File: src/rtl/led_mode_scheduler.sv
// Shares one 8-bit LED bank between NUM_MODES pattern drivers, switching owner on a
// debounced button press or a dwell timer, with a dark gap and driver reset per switch.
module led_mode_scheduler #(
  parameter int NUM_MODES       = 4,
  parameter int SEL_W           = 2,
  parameter int DWELL_CYCLES    = 6000,
  parameter int BLANK_CYCLES    = 50,
  parameter int DEBOUNCE_CYCLES = 16
) (
  input  logic                   clk,
  input  logic                   rst,
  input  logic                   btn_raw,
  input  logic                   auto_en,
  input  logic [NUM_MODES*8-1:0] mode_leds,
  output logic [7:0]             led_out,
  output logic [SEL_W-1:0]       mode_sel,
  output logic [NUM_MODES-1:0]   drv_rst_n,
  output logic                   switching
);

  localparam int DW_W = $clog2(DWELL_CYCLES + 1);
  localparam int BL_W = $clog2(BLANK_CYCLES + 1);
  localparam int DB_W = $clog2(DEBOUNCE_CYCLES + 1);
  localparam logic [DW_W-1:0] DWELL_LAST = DW_W'(DWELL_CYCLES - 1);
  localparam logic [BL_W-1:0] BLANK_LAST = BL_W'(BLANK_CYCLES - 1);
  localparam logic [DB_W-1:0] DB_LAST    = DB_W'(DEBOUNCE_CYCLES - 1);
  localparam logic [SEL_W-1:0] SEL_LAST  = SEL_W'(NUM_MODES - 1);

  typedef enum logic {BLANK, RUN} state_t;

  state_t                 state_q, state_d;
  logic [1:0]             sync_q, sync_d;
  logic [DB_W-1:0]        db_cnt_q, db_cnt_d;
  logic                   db_level_q, db_level_d;
  logic                   next_req_q, next_req_d;
  logic [BL_W-1:0]        blank_cnt_q, blank_cnt_d;
  logic [DW_W-1:0]        dwell_cnt_q, dwell_cnt_d;
  logic [SEL_W-1:0]       sel_q, sel_d;
  logic [7:0]             led_q, led_d;
  logic [NUM_MODES-1:0]   drv_q, drv_d;
  logic                   switching_q, switching_d;

  logic [7:0]             sel_slice;
  logic [NUM_MODES-1:0]   sel_onehot;
  logic                   advance;

  // A level is accepted only after it has differed from the accepted one for DEBOUNCE_CYCLES edges.
  always_comb begin
    sync_d     = {sync_q[0], btn_raw};
    db_cnt_d   = '0;
    db_level_d = db_level_q;
    next_req_d = 1'b0;
    if (sync_q[1] != db_level_q) begin
      if (db_cnt_q == DB_LAST) begin
        db_level_d = sync_q[1];
        next_req_d = sync_q[1];
      end else begin
        db_cnt_d = db_cnt_q + 1'b1;
      end
    end
  end

  // Unused encodings match no driver, giving a dark bank and no released reset.
  always_comb begin
    sel_slice  = '0;
    sel_onehot = '0;
    for (int k = 0; k < NUM_MODES; k++) begin
      if (sel_q == SEL_W'(k)) begin
        sel_slice     = mode_leds[8*k +: 8];
        sel_onehot[k] = 1'b1;
      end
    end
  end

  always_comb begin
    state_d     = state_q;
    blank_cnt_d = blank_cnt_q;
    dwell_cnt_d = dwell_cnt_q;
    sel_d       = sel_q;
    led_d       = '0;
    drv_d       = '0;
    switching_d = 1'b1;
    advance     = 1'b0;
    case (state_q)
      BLANK: begin
        if (blank_cnt_q == BLANK_LAST) begin
          state_d     = RUN;
          blank_cnt_d = '0;
          dwell_cnt_d = '0;
          drv_d       = sel_onehot;
          switching_d = 1'b0;
        end else begin
          blank_cnt_d = blank_cnt_q + 1'b1;
        end
      end
      RUN: begin
        led_d       = sel_slice;
        drv_d       = sel_onehot;
        switching_d = 1'b0;
        if (auto_en) begin
          dwell_cnt_d = dwell_cnt_q + 1'b1;
        end
        advance = next_req_q || (auto_en && (dwell_cnt_q == DWELL_LAST));
        if (advance) begin
          state_d     = BLANK;
          sel_d       = (sel_q >= SEL_LAST) ? '0 : sel_q + 1'b1;
          dwell_cnt_d = '0;
          led_d       = '0;
          drv_d       = '0;
          switching_d = 1'b1;
        end
      end
      default: state_d = BLANK;
    endcase
  end

  always_ff @(posedge clk or posedge rst) begin
    if (rst) begin
      state_q     <= BLANK;
      sync_q      <= '0;
      db_cnt_q    <= '0;
      db_level_q  <= 1'b0;
      next_req_q  <= 1'b0;
      blank_cnt_q <= '0;
      dwell_cnt_q <= '0;
      sel_q       <= '0;
      led_q       <= '0;
      drv_q       <= '0;
      switching_q <= 1'b1;
    end else begin
      state_q     <= state_d;
      sync_q      <= sync_d;
      db_cnt_q    <= db_cnt_d;
      db_level_q  <= db_level_d;
      next_req_q  <= next_req_d;
      blank_cnt_q <= blank_cnt_d;
      dwell_cnt_q <= dwell_cnt_d;
      sel_q       <= sel_d;
      led_q       <= led_d;
      drv_q       <= drv_d;
      switching_q <= switching_d;
    end
  end

  assign led_out   = led_q;
  assign mode_sel  = sel_q;
  assign drv_rst_n = drv_q;
  assign switching = switching_q;

endmodule
File: config.mk
export PLATFORM = sky130hd
export DESIGN_NAME = led_mode_scheduler
export DESIGN_NICKNAME = d
export VERILOG_FILES = /design/src/rtl/led_mode_scheduler.sv
export SDC_FILE = /design/constraint.sdc
export NUM_CORES = 1
export LEC_CHECK = 0
export ABC_AREA = 1
export ABC_CLOCK_PERIOD_IN_PS = 1800
export CORE_UTILIZATION = 50
export CTS_CLUSTER_SIZE = 12
export DETAILED_ROUTE_END_ITERATION = 7
export PLACE_DENSITY = 0.79
export SLEW_MARGIN = 15
export SYNTH_ARGS = -nofsm -noshare
export SYNTH_HDL_FRONTEND = slang
export SYNTH_SLANG_ARGS = --single-unit
File: constraint.sdc
create_clock -name clk -period 1.8 [get_ports clk]
set_input_delay 0.54 -clock clk [delete_from_list [all_inputs] [get_ports clk]]
set_output_delay 0.54 -clock clk [all_outputs]
set_load 0.01 [all_outputs]
* Word-level counts from Yosys, hierarchy flattened *
Index checks and enable logic that the tools add are counted.
W data, S select, Z words.

word-level totals
  register bits = 44
  bits in latches = 0
  memory bits (writable) = 0
  ROM bits = 0
  input bits = 36
  output and inout port bits = 15
  memories = 0

operators by class
  add/sub/neg operators = 4
  $mul = 0
  divide/modulo/power cells = 0
  $lt $le $gt $ge = 1
  eq/ne operators = 9
  shifts and indexed selects = 0
  muxes and demuxes = 29
  bitwise operators = 1
  reductions and logical operators = 6

operators with widths
  cell                     count
  $mux W8                  6
  $mux W13                 3
  $pmux W13 S2             1
  $add A13 B1 Y13 const B  1
  $eq A13 B13 Y1 const B   1
  $mux W1                  10
  $mux W5                  2
  $mux W4                  2
  $pmux W4 S2              1
  $add A6 B1 Y6 const B    1
  $eq A6 B6 Y1 const B     1
  $mux W6                  1
  $reduce_and A2 Y1        3
  $add A5 B1 Y5 const B    1
  $eq A5 B4 Y1 const B     1
  $eq A2 B2 Y1 const B     2
  $pmux W1 S2              2
  $ne A3 B2 Y1 const B     1
  $add A2 B1 Y2 const B    1
  $eq A2 B1 Y1 const B     1
  $ge A2 B2 Y1 const B     1
  $logic_not A2 Y1         1
  $mux W2                  1
  $ne A2 B2 Y1 const B     1
  4 further kinds          4

* Logic depth before layout (Yosys ltp) *
  word-level depth = 7
  depth in mapped cells = 10

* Worst setup path before layout *
OpenSTA, ideal clock, no wires.

  path type = register to register
  start = register sel_q[1], in the netlist mode_sel[1]
  end = register led_q[2], in the netlist led_out[2]
  data arrival time = 1368 ps
  data required time = 1728 ps
  setup slack = 361 ps
  cell stages (with the launch flop) = 11
  path buffers = 1
  path through = dfrtp_1 -> inv_1 -> ha_1 -> buf_2 -> nor2_4 -> nand2_1 -> nand2_1 -> o21ai_0 -> nand2_1 -> o21ai_0 -> nor2_1

between the ends
  cells in the longest elaborated chain, start to end = 7

ends and longest elaborated chain
  item                    RTL line  text
  start, declared         38        logic [SEL_W-1:0] sel_q, sel_d;
  start signal, assigned  138       sel_q <= sel_d;
  $logic_not A2 Y1        68        if (sel_q == SEL_W'(k)) begin
  $mux W8 (3 in a row)    68
  $mux W8 (*)             68
  $mux W8 (*)             104       if (advance) begin
  $mux W8 (*)             84        case (state_q)
  net led_d[2]            39        logic [7:0] led_q, led_d;
  end signal, assigned    139       led_q <= led_d;
  end, declared           39

Mark *: on every way through the listed nets, which the timed path passes. The rest lies on a longest branch.
A chain may end at the register's enable or synchronous reset.

* Worst setup path after layout *
  start = register drv_q[3], in the netlist drv_rst_n[3]
  end = output drv_rst_n[3]

RTL lines
  item                    RTL line  text
  start, declared         40        logic [NUM_MODES-1:0] drv_q, drv_d;
  start signal, assigned  140       drv_q <= drv_d;
  end, declared           17        output logic [NUM_MODES-1:0] drv_rst_n,

No word-level cell between the ends.

==> run summary <==
The post-synthesis to final-layout area growth is 29.9%. The first routing iteration left 107 violations. The placed wire-length estimate is about 3.6 mm. Setup violations remaining at the end of the flow were counted as 0. Clock skew on the completed layout was measured at 0.0128 ns. The finished layout cell area came out at 3030 um^2. The number of clock buffers inserted by TritonCTS came out at 5. Of the total synthesized cell area, the portion taken by AND, OR, NAND and NOR gates is 0.308. Setup repair after global routing left no endpoint under its margin.

The number of global-route vias before repair is 1967. The cell count of the worst hold path is 0. The top cell types in the final layout, fill and taps aside, are nand2_1, clkdlybuf4s50_1, dfrtp_1.

The count of cells in the finished layout, fillers not included, comes to 411. Row generation in the floorplan step produced 24 rows. The ratio of final minimum period to clock period came out at 0.955. The synthesized net count is about 340. The setup slack of the worst register-to-register path is 0.18 ns. The total routed wirelength is 4.76 mm.

The sink count of the clock tree is 44. The number of warning messages in the yosys log came out at 0. The average footprint of a synthesized cell came out at 7.81 um^2.

During I/O placement, the number of pins put on the boundary was 51. Based on the critical path, the design can be clocked at up to 581 MHz. The remaining routing DRC violations is 0. The share of synthesized cell area in full adder, half adder and majority cells came out at 0.0429.

The startpoint identified for the worst hold timing path is sync_q[0]$_DFF_PP0_. The deepest clock path buffer count is 2. The floorplan die width came out at 70.3 um. The die extent in y came out at 70.3 um. The initial antenna violation count was 0. The launching point of the worst reg2reg path is mode_sel[1]$_DFFE_PP0P_. The leading cell type in the layout, fill and taps excluded is nand2_1. Of the total synthesized cell area, the portion taken by XOR and XNOR cells is 0.0338.

The number of max-slew violations in the final report was 0. On the critical path, the stage with the largest delay is an instance of clkdlybuf4s50_1. In the final layout, the share of cells above drive strength 1 is 0.0864. The H-tree depth is 2. After detailed routing, the average wire length per cell comes to around 12 um. The number of failing hold endpoints at the final stage is 0. The required arrival time at the worst endpoint came out at 1.26 ns. Entering global routing, the biggest net connects 45 pins. The count of vias placed by the detailed router is 2079. At the end of routability-driven placement, the weighted congestion stood at roughly 0.83. The biggest cell delay along the critical path is 0.54 ns. The endpoint of the worst hold path is sync_q[1]$_DFF_PP0_.

The summed instance area of the synthesized netlist is 2330 um^2. The initial utilization of the core area, before any placement, comes to 0.529. For this run, the detailed router's first-pass iteration total came to 4. The sum of overflow across all layers after global routing is 0.

The number of diodes added for antenna fixing came out at 0. The largest fanout on the critical path is 1. The type of the worst setup path is flip-flop to primary output. The leakage dissipation is between 1.5 and 2 nW.

The area of the core came out at 4410 um^2. Data arrives at the worst endpoint at 1.18 ns. Of the post-synthesis cell area, the dominant cell type holds 0.461. The detail route stage leaves a number of antenna-violating nets equal to 0.

By area the synthesized netlist is led by dfrtp_1, nand2_1, nor2_1. The filler cells instantiated in the layout total 355. TritonCTS built the clock tree. The post-synthesis instance total came out at 299.

The worst-skew pair later-pin latency came out at 0.30 ns. The number of cells in the design after placement is 401. The dominant delay contributor by cell family on the critical path is buffers and inverters. The first-pass GRT wire length is roughly 8.5 mm.

The cell type contributing the most total cell area after synthesis is dfrtp_1. The signal on the critical path passes through clkdlybuf4s50_1. Across the VDD grid, the largest voltage drop is between 0.0004 and 0.0005 V.

The path depth of the worst reg2reg path came out at 11. The fraction of the mapped netlist area in compound gates is 0.0740. The actual slew at the worst max-slew pin is 0.374 ns.

The count of distinct cell types in the synthesized netlist came out at 28. The power per unit of standard cell area came out at 695 nW/um^2. Subtracting the final worst setup slack from the clock period gives 1.72 ns. After synthesis, the largest family of logic cells by area is simple AND/OR/NAND/NOR gates. The number of port buffers came out at 50.

The placed instance area came out at 2920 um^2. The worst setup path is captured at a primary output. The multiplexer fraction of the synthesized cell area came out at 0. CTS placed an instance of clkbuf_8 at the clock tree root.

The share of the Yosys chip area taken by registers is 0.472. The min-delay analysis places its worst path in the category flip-flop to flip-flop. The count of state elements after synthesis came out at 44. Across every metal layer, demand over resource in global routing totals 0.215. Together, buffers and inverters on the worst path number 1. The final net count came out at 402.

The reg-to-reg critical path endpoint is led_out[2]$_DFF_PP0_. The worst setup path is launched from a flip-flop. In the routed layout, each cell is associated on average with a via count of 5.06.

The die area is 4950 um^2. Clock-pin slew was measured on the worst setup and hold paths at 0.09 ns. In this run the tightest slew margin relative to its limit is 0.749. The design draws roughly 0.0021 W. The run finished with clean final reports. The max-capacitance violation count is 0.
[how the worst max path moves through the flow]
stage                                  startpoint                    endpoint  cells past startpoint
after detailed placement                  auto_en      drv_rst_n[3]$_DFF_PP0_                     10
after global placement                    auto_en      drv_rst_n[3]$_DFF_PP0_                     10
after global routing      mode_sel[0]$_DFFE_PP0P_        led_out[3]$_DFF_PP0_                     11
after floorplan                               rst  blank_cnt_q[0]$_DFFE_PP0N_                      1
after CTS                 mode_sel[0]$_DFFE_PP0P_                 mode_sel[0]                      1
final                      drv_rst_n[3]$_DFF_PP0_                drv_rst_n[3]                      1
[layout make-up]
class                           count  area [um^2]  area share
Sequential cell                    44         1100       0.363
Multi-Input combinational cell    216         1070       0.354
Clock buffer                        5         68.8      0.0227
Clock inverter                      3         26.3     0.00866
Timing Repair Buffer               58          573       0.189
Inverter                           33          124      0.0408
Tap cell                           52         65.1      0.0215
[power by group]
part           total [W]  switching, W  internal (W)
Sequential       0.00114     0.0000860       0.00105
Combinational   0.000315      0.000143      0.000171
Clock           0.000654      0.000368      0.000286
Total            0.00211      0.000598       0.00151
[what timing repair did]
| action | in CTS | in global routing |
|---|---|---|
| resized for setup | 2 | 2 |
| hold buffers | 0 | 0 |
| pin swaps | 0 | 1 |
| buffers inserted | 2 | 0 |
| endpoints found under the setup margin | 3 | 9 |
[per-stage QoR]
step / setup TNS (ns) / hold slack (ns) / worst slack [ns] / util
6_report: 0 / 0.365 / 0.0803 / 0.687
4_1_cts: 0 / 0.368 / 0.0191 / 0.686
3_5_place_dp: -0.476 / 0.339 / -0.0529 / 0.662
2_1_floorplan: 0 / 0.331 / 0.231 / -
3_3_place_gp: -0.215 / 0.343 / -0.0334 / 0.662
5_1_grt: 0 / 0.381 / 0.0222 / 0.687
[layer usage]
layer | vias up | track usage | routed length [um]
met2 | 62 | 0.346 | 2120
li1 | 1059 | - | -
met5 | - | 0 | 0
met3 | 7 | 0.0548 | 331
met1 | 951 | 0.280 | 2240
met4 | 0 | 0.0778 | 61
[registers in the layout (all words and copies together) (netlist names)]
register     flops
dwell_cnt_q     13
led_out          8
db_cnt_q         5
blank_cnt_q      6
next_req_q       1
db_level_q       1
sync_q           2
drv_rst_n        4
mode_sel         2
switching        1
state_q          1
[cells by family (layout without fill, tap and decap cells)]
logic type,count (synthesis),after routing
buf+inv,39,99
compound gates,31,31
xor+xnor,9,9
fa+ha+maj,8,8
simple gates,168,168
flops,44,44
[cell usage after synthesis]
cell type / instances
a22oi_1: 6
ha_1: 8
xnor2_1: 4
or2_2: 7
inv_1: 32
clkbuf_1: 2
nor2_2: 1
buf_8: 1
nand2_1: 90
nand3_1: 14
dfrtp_1: 43
inv_2: 1
nor2_1: 42
nor3_1: 4
nand4_1: 4
dfstp_2: 1
buf_2: 3
o22ai_1: 1
xor2_1: 5
nor2_4: 1
nand3_2: 1
and3_1: 1
nand3b_1: 1
nand3_4: 1
nand2_2: 1
a31oi_1: 1
a21oi_1: 11
o21ai_0: 12
Power figures use the tool's default switching activity.
